--- src/rtl/mem_stage.sv ---
// MEM pipeline stage: runs handshaked accesses to an asynchronous 16-bit SRAM,
// stalls upstream with `hold` while an access is in flight, and registers the
// write-back bundle (value, register address, write enable) for the WB stage.
module mem_stage #(
    parameter int ADDR_W      = 18,
    parameter int DATA_W      = 16,
    parameter int REG_ADDR_W  = 4,
    parameter int WAIT_CYCLES = 1
) (
    input  logic                  clk,
    input  logic                  rst,
    input  logic                  in_valid,
    input  logic                  mem_read,
    input  logic                  mem_write,
    input  logic                  reg_write,
    input  logic [REG_ADDR_W-1:0] reg_addr,
    input  logic [DATA_W-1:0]     alu_result,
    input  logic [DATA_W-1:0]     mem_write_value,
    output logic                  hold,
    output logic [ADDR_W-1:0]     ram_addr,
    output logic [DATA_W-1:0]     ram_data_out,
    output logic                  ram_data_drive,
    input  logic [DATA_W-1:0]     ram_data_in,
    output logic                  ram_en_n,
    output logic                  ram_oe_n,
    output logic                  ram_we_n,
    output logic                  wb_valid,
    output logic                  reg_write_out,
    output logic [REG_ADDR_W-1:0] reg_addr_out,
    output logic [DATA_W-1:0]     wb_value
);

    typedef enum logic [2:0] {
        IDLE,
        READ,
        WR_SETUP,
        WR_PULSE,
        WR_RECOVER
    } state_t;

    // Counter value on the final READ / WR_PULSE cycle.
    localparam logic [2:0] LAST_CNT = 3'(WAIT_CYCLES);

    state_t                  state_q, state_d;
    logic [2:0]              cnt_q, cnt_d;
    logic                    wb_valid_q, wb_valid_d;
    logic                    reg_write_q, reg_write_d;
    logic [REG_ADDR_W-1:0]   reg_addr_q, reg_addr_d;
    logic [DATA_W-1:0]       wb_value_q, wb_value_d;
    logic [ADDR_W-1:0]       ram_addr_q, ram_addr_d;
    logic [DATA_W-1:0]       ram_dout_q, ram_dout_d;
    logic                    ram_drive_q, ram_drive_d;
    logic                    ram_en_n_q, ram_en_n_d;
    logic                    ram_oe_n_q, ram_oe_n_d;
    logic                    ram_we_n_q, ram_we_n_d;
    logic                    hold_raw;

    logic start_read;
    logic start_write;

    // A read wins when both mem_read and mem_write are set.
    assign start_read  = in_valid & mem_read;
    assign start_write = in_valid & mem_write & ~mem_read;

    // Next-state, SRAM strobes, write-back bundle and raw stall request.
    always_comb begin
        state_d     = state_q;
        cnt_d       = cnt_q;
        wb_valid_d  = 1'b0;
        reg_write_d = 1'b0;
        reg_addr_d  = reg_addr_q;
        wb_value_d  = wb_value_q;
        ram_addr_d  = ram_addr_q;
        ram_dout_d  = ram_dout_q;
        ram_drive_d = ram_drive_q;
        ram_en_n_d  = ram_en_n_q;
        ram_oe_n_d  = ram_oe_n_q;
        ram_we_n_d  = ram_we_n_q;
        hold_raw    = 1'b0;

        case (state_q)
            IDLE: begin
                if (start_read) begin
                    hold_raw   = 1'b1;
                    ram_addr_d = ADDR_W'(alu_result);
                    ram_en_n_d = 1'b0;
                    ram_oe_n_d = 1'b0;
                    cnt_d      = 3'd0;
                    state_d    = READ;
                end else if (start_write) begin
                    hold_raw    = 1'b1;
                    ram_addr_d  = ADDR_W'(alu_result);
                    ram_dout_d  = mem_write_value;
                    ram_drive_d = 1'b1;
                    ram_en_n_d  = 1'b0;
                    ram_we_n_d  = 1'b1;
                    cnt_d       = 3'd0;
                    state_d     = WR_SETUP;
                end else begin
                    wb_valid_d  = in_valid;
                    reg_write_d = reg_write & in_valid;
                    reg_addr_d  = reg_addr;
                    wb_value_d  = alu_result;
                end
            end
            READ: begin
                if (cnt_q == LAST_CNT) begin
                    // Final read cycle: upstream advances on this same edge.
                    wb_value_d  = ram_data_in;
                    wb_valid_d  = 1'b1;
                    reg_write_d = reg_write;
                    reg_addr_d  = reg_addr;
                    ram_en_n_d  = 1'b1;
                    ram_oe_n_d  = 1'b1;
                    state_d     = IDLE;
                end else begin
                    hold_raw = 1'b1;
                    cnt_d    = cnt_q + 3'd1;
                end
            end
            WR_SETUP: begin
                hold_raw   = 1'b1;
                ram_we_n_d = 1'b0;
                cnt_d      = 3'd0;
                state_d    = WR_PULSE;
            end
            WR_PULSE: begin
                hold_raw = 1'b1;
                if (cnt_q == LAST_CNT) begin
                    ram_we_n_d = 1'b1;
                    state_d    = WR_RECOVER;
                end else begin
                    cnt_d = cnt_q + 3'd1;
                end
            end
            WR_RECOVER: begin
                // Address and data are still held; release the bus on this edge.
                ram_drive_d = 1'b0;
                ram_en_n_d  = 1'b1;
                wb_valid_d  = 1'b1;
                reg_write_d = 1'b0;
                reg_addr_d  = reg_addr;
                state_d     = IDLE;
            end
            default: begin
                state_d = IDLE;
            end
        endcase
    end

    // Stall is suppressed while in reset so upstream stages can reset too.
    assign hold = hold_raw & ~rst;

    // State and output registers with synchronous reset; reset aborts any access.
    always_ff @(posedge clk) begin
        if (rst) begin
            state_q     <= IDLE;
            cnt_q       <= 3'd0;
            wb_valid_q  <= 1'b0;
            reg_write_q <= 1'b0;
            reg_addr_q  <= '0;
            wb_value_q  <= '0;
            ram_addr_q  <= '0;
            ram_dout_q  <= '0;
            ram_drive_q <= 1'b0;
            ram_en_n_q  <= 1'b1;
            ram_oe_n_q  <= 1'b1;
            ram_we_n_q  <= 1'b1;
        end else begin
            state_q     <= state_d;
            cnt_q       <= cnt_d;
            wb_valid_q  <= wb_valid_d;
            reg_write_q <= reg_write_d;
            reg_addr_q  <= reg_addr_d;
            wb_value_q  <= wb_value_d;
            ram_addr_q  <= ram_addr_d;
            ram_dout_q  <= ram_dout_d;
            ram_drive_q <= ram_drive_d;
            ram_en_n_q  <= ram_en_n_d;
            ram_oe_n_q  <= ram_oe_n_d;
            ram_we_n_q  <= ram_we_n_d;
        end
    end

    assign ram_addr       = ram_addr_q;
    assign ram_data_out   = ram_dout_q;
    assign ram_data_drive = ram_drive_q;
    assign ram_en_n       = ram_en_n_q;
    assign ram_oe_n       = ram_oe_n_q;
    assign ram_we_n       = ram_we_n_q;
    assign wb_valid       = wb_valid_q;
    assign reg_write_out  = reg_write_q;
    assign reg_addr_out   = reg_addr_q;
    assign wb_value       = wb_value_q;

endmodule

--- config.mk ---
export PLATFORM = sky130hd
export DESIGN_NAME = mem_stage
export DESIGN_NICKNAME = d
export VERILOG_FILES = /design/src/rtl/mem_stage.sv
export SDC_FILE = /design/constraint.sdc
export NUM_CORES = 1
export LEC_CHECK = 0
export CORE_UTILIZATION = 56
export DETAILED_ROUTE_END_ITERATION = 10
export DONT_BUFFER_PORTS = 1
export PLACE_DENSITY = 0.79
export RECOVER_POWER = 25
export SKIP_CTS_REPAIR_TIMING = 1
export SYNTH_ARGS = -nofsm -noshare
export SYNTH_HDL_FRONTEND = slang
export SYNTH_SLANG_ARGS = --single-unit
--- constraint.sdc ---
create_clock -name clk -period 1.5 [get_ports clk]
set_input_delay 0.15 -clock clk [delete_from_list [all_inputs] [get_ports clk]]
set_output_delay 0.15 -clock clk [all_outputs]
set_load 0.01 [all_outputs]
==> flow_metrics.py <==
metrics = {
    "sta": {
        "min_period_ns": 1.65,
        "min_period_over_period": 1.10,
        "drv_slew": 0,
        "clock_skew_ns": 0.00655,
        "whs_ns": -0.116,
        "rsz0062_at_grt": "true",
        "clock.fmax_mhz": 607,
        "setup_violations": 6,
        "setup_slack_ns": -0.147,
        "hold_viol": 60,
    },
    "logic_synthesis": {
        "synth-warning-count": 0,
        "synth_edf_count": 0,
        "ys_types": 39,
        "yosys-top-cells-area": "dfxtp_1, a21oi_1, nand2_1, mux2i_1, a211oi_1",
        "synthArstFlopShare": 0,
        "ys_seq_area_frac": 0.463,
        "syn_area_mm2": 0.00277,
        "synth.avg_cell_area_um2": 8.96,
        "synth-seq-cells": 64,
        "synthCells": 309,
        "synth_top_area_share": 0.463,
        "yosys.area.top_type": "dfxtp_1",
        "ys.flop_type": "dfxtp_1",
    },
    "setup_path": {
        "worst_path_largest_cell_delay_ns": 0.38,
        "cp.arrival_ns": 1.87,
        "critPathRequiredTime_ns": 1.72,
        "start_kind": "flip-flop",
        "path_max_fanout": 4,
        "path_buf_inv": 1,
        "critPathTopFamily": "simple AND/OR/NAND/NOR gates",
        "path_cells": "inv_2 -> ha_4 -> or3b_4 -> a221oi_4 -> mux2i_1 -> nor2_1",
        "slowest_stage": "or3b_4",
        "criticalPathCategory": "flip-flop to flip-flop",
        "endpoint_kind": "flip-flop",
    },
    "cells_and_area": {
        "final_util": 0.705,
        "drive_above_1_share": 0.277,
        "fillCellCount": 375,
        "area_growth_pct": 21.1,
        "multi_input_area_mm2": 0.00145,
        "regArea_mm2": 0.00129,
        "stdcell_count": 399,
        "fin_nets": 387,
        "diodes": 0,
    },
    "floorplanning": {
        "initial_utilization": 0.582,
        "die_w_um": 72.3,
        "ios": 119,
        "core_mm2": 0.00475,
        "rows": 25,
        "die_h_um": 72.3,
        "die-area_mm2": 0.00523,
    },
    "power": {
        "p_leak_uw": 0.00124,
        "max-vdd-ir-drop_uv": 703,
        "power_density_mw_per_mm2": 1220,
    },
    "routing": {
        "num_vias": 2273,
        "remaining_drc_errors": 0,
        "viasPerCell": 5.70,
        "wl_per_cell_um": 16.4,
        "dr.pass1.iters": 4,
        "drtAntennaViolNets": 0,
        "routed_wl_um": 6540,
        "drtIter0Drc": 80,
    },
    "placed_design": {
        "place_hpwl_um": 4360,
        "place.gp.congestion": 0.815,
        "dp.cells": 377,
        "io_buffers": 0,
    },
    "global_routing": {
        "grt.overflow.total": 0,
        "grt_pass1_vias": 2088,
        "grt_usage": 0.237,
        "grt_antenna_before_repair": 0,
        "grt_max_degree": 62,
        "grt_pass1_wl_um": 9490,
    },
    "clock_network": {
        "cts.htree.levels": 3,
        "cts_buffer_depth": 2,
        "path_clk_slew_ns": 0.07,
        "insertion_delay_ns": 0.33,
        "numCtsBuffers": 9,
        "cts_root_buffer": "clkbuf_8",
        "cts_tree": "yes",
        "numClockSinks": 64,
    },
    "job": {
        "drv_cap": 0,
    },
    "run_status": {
        "status": "finished with violations",
        "violations": "hold timing, setup timing",
    },
    "worst_hold_path": {
        "hold_path.class": "primary input to flip-flop",
    },
}
## path summary, 6_finish.rpt
path | from | to | slack [ns] | cells past startpoint
worst min register to register | ram_addr[2] | ram_addr[2] | 0.50 | 2
worst max-delay path | cnt_q[1] | reg_addr_out[2] | -0.15 | 6
worst min-delay path | rst | wb_value[5] | -0.12 | 1
worst max register to register | cnt_q[1] | reg_addr_out[2] | -0.15 | 6
## per-layer routing
layer / global-route usage / wire length [um]
met5: 0 / 0
met4: 0.131 / 165
met3: 0.0736 / 530
met2: 0.373 / 3100
met1: 0.288 / 2750
## synthesized netlist by cell type, types with 3 or more instances
| cell | count |
|---|---|
| clkbuf_1 | 9 |
| or2_2 | 4 |
| buf_2 | 5 |
| nand2_1 | 71 |
| a211oi_2 | 3 |
| dfxtp_1 | 64 |
| a21oi_1 | 55 |
| mux2i_1 | 21 |
| a211oi_1 | 14 |
| buf_4 | 3 |
| buf_6 | 7 |
| nor2_1 | 15 |
| o21ai_0 | 3 |
## metrics by stage
step / instance area (um2) / setup TNS, ns / setup slack, ns / total power (uW)
after floorplan: 2800 / -0.662 / -0.105 / 2460
after global routing: 3350 / -1.60 / -0.216 / 4260
after detailed placement: 2950 / -1.01 / -0.148 / 2570
after CTS: 3140 / -2.07 / -0.203 / 4010
after global placement: 2950 / -0.466 / -0.108 / 2550
final: 3350 / -0.614 / -0.147 / 4090
## area by class of cell
| class | count | share of cell area |
|---|---|---|
| repair buffers | 31 | 0.0956 |
| clock buffers | 9 | 0.0370 |
| inverters | 2 | 0.00224 |
| clock inverters | 7 | 0.0216 |
| flip-flops and latches | 64 | 0.385 |
| multi-input cells | 219 | 0.434 |
| well taps | 67 | 0.0250 |
## sequential cells by signal (all words and copies together), names as in the netlist
name and count:
wb_valid 1, state_q 3, wb_value 16, ram_oe_n 1, reg_write_out 1, cnt_q 3
ram_we_n 1, ram_en_n 1, ram_data_out 16, ram_data_drive 1, reg_addr_out 4, ram_addr 16
## cell families (layout without fill, tap and decap cells)
| kind of cell | after synthesis | after routing | share of synthesized area |
|---|---|---|---|
| AO/OA/AOI/OAI | 86 | 86 | 0.196 |
| adder cells (fa/ha/maj) | 2 | 2 | 0.00904 |
| buffers and inverters | 27 | 49 | 0.0678 |
| flip-flops | 64 | 64 | 0.463 |
| multiplexers | 23 | 23 | 0.0841 |
| other | 1 | 2 | 0.00135 |
| AND/OR/NAND/NOR | 106 | 106 | 0.179 |
## where the power goes
part / internal [uW] / switching (uW) / leakage [uW]
Sequential: 1830 / 149 / 0.000527
Combinational: 335 / 337 / 0.000616
Clock: 765 / 675 / 0.0000952
Total: 2930 / 1160 / 0.00124
## layout by cell type, fill, tap and decap left out, types with 3 or more instances in the layout
cell	instances
nand2_1	68
buf_12	4
buf_6	6
dlygate4sd3_1	3
mux2i_2	5
dfxtp_1	59
mux2i_1	16
dfxtp_2	4
a21oi_2	3
a21oi_1	52
clkbuf_8	9
buf_4	17
a211oi_1	8
a211oi_2	9
nor2_1	15
or2_2	4
Power figures use the tool's default switching activity.
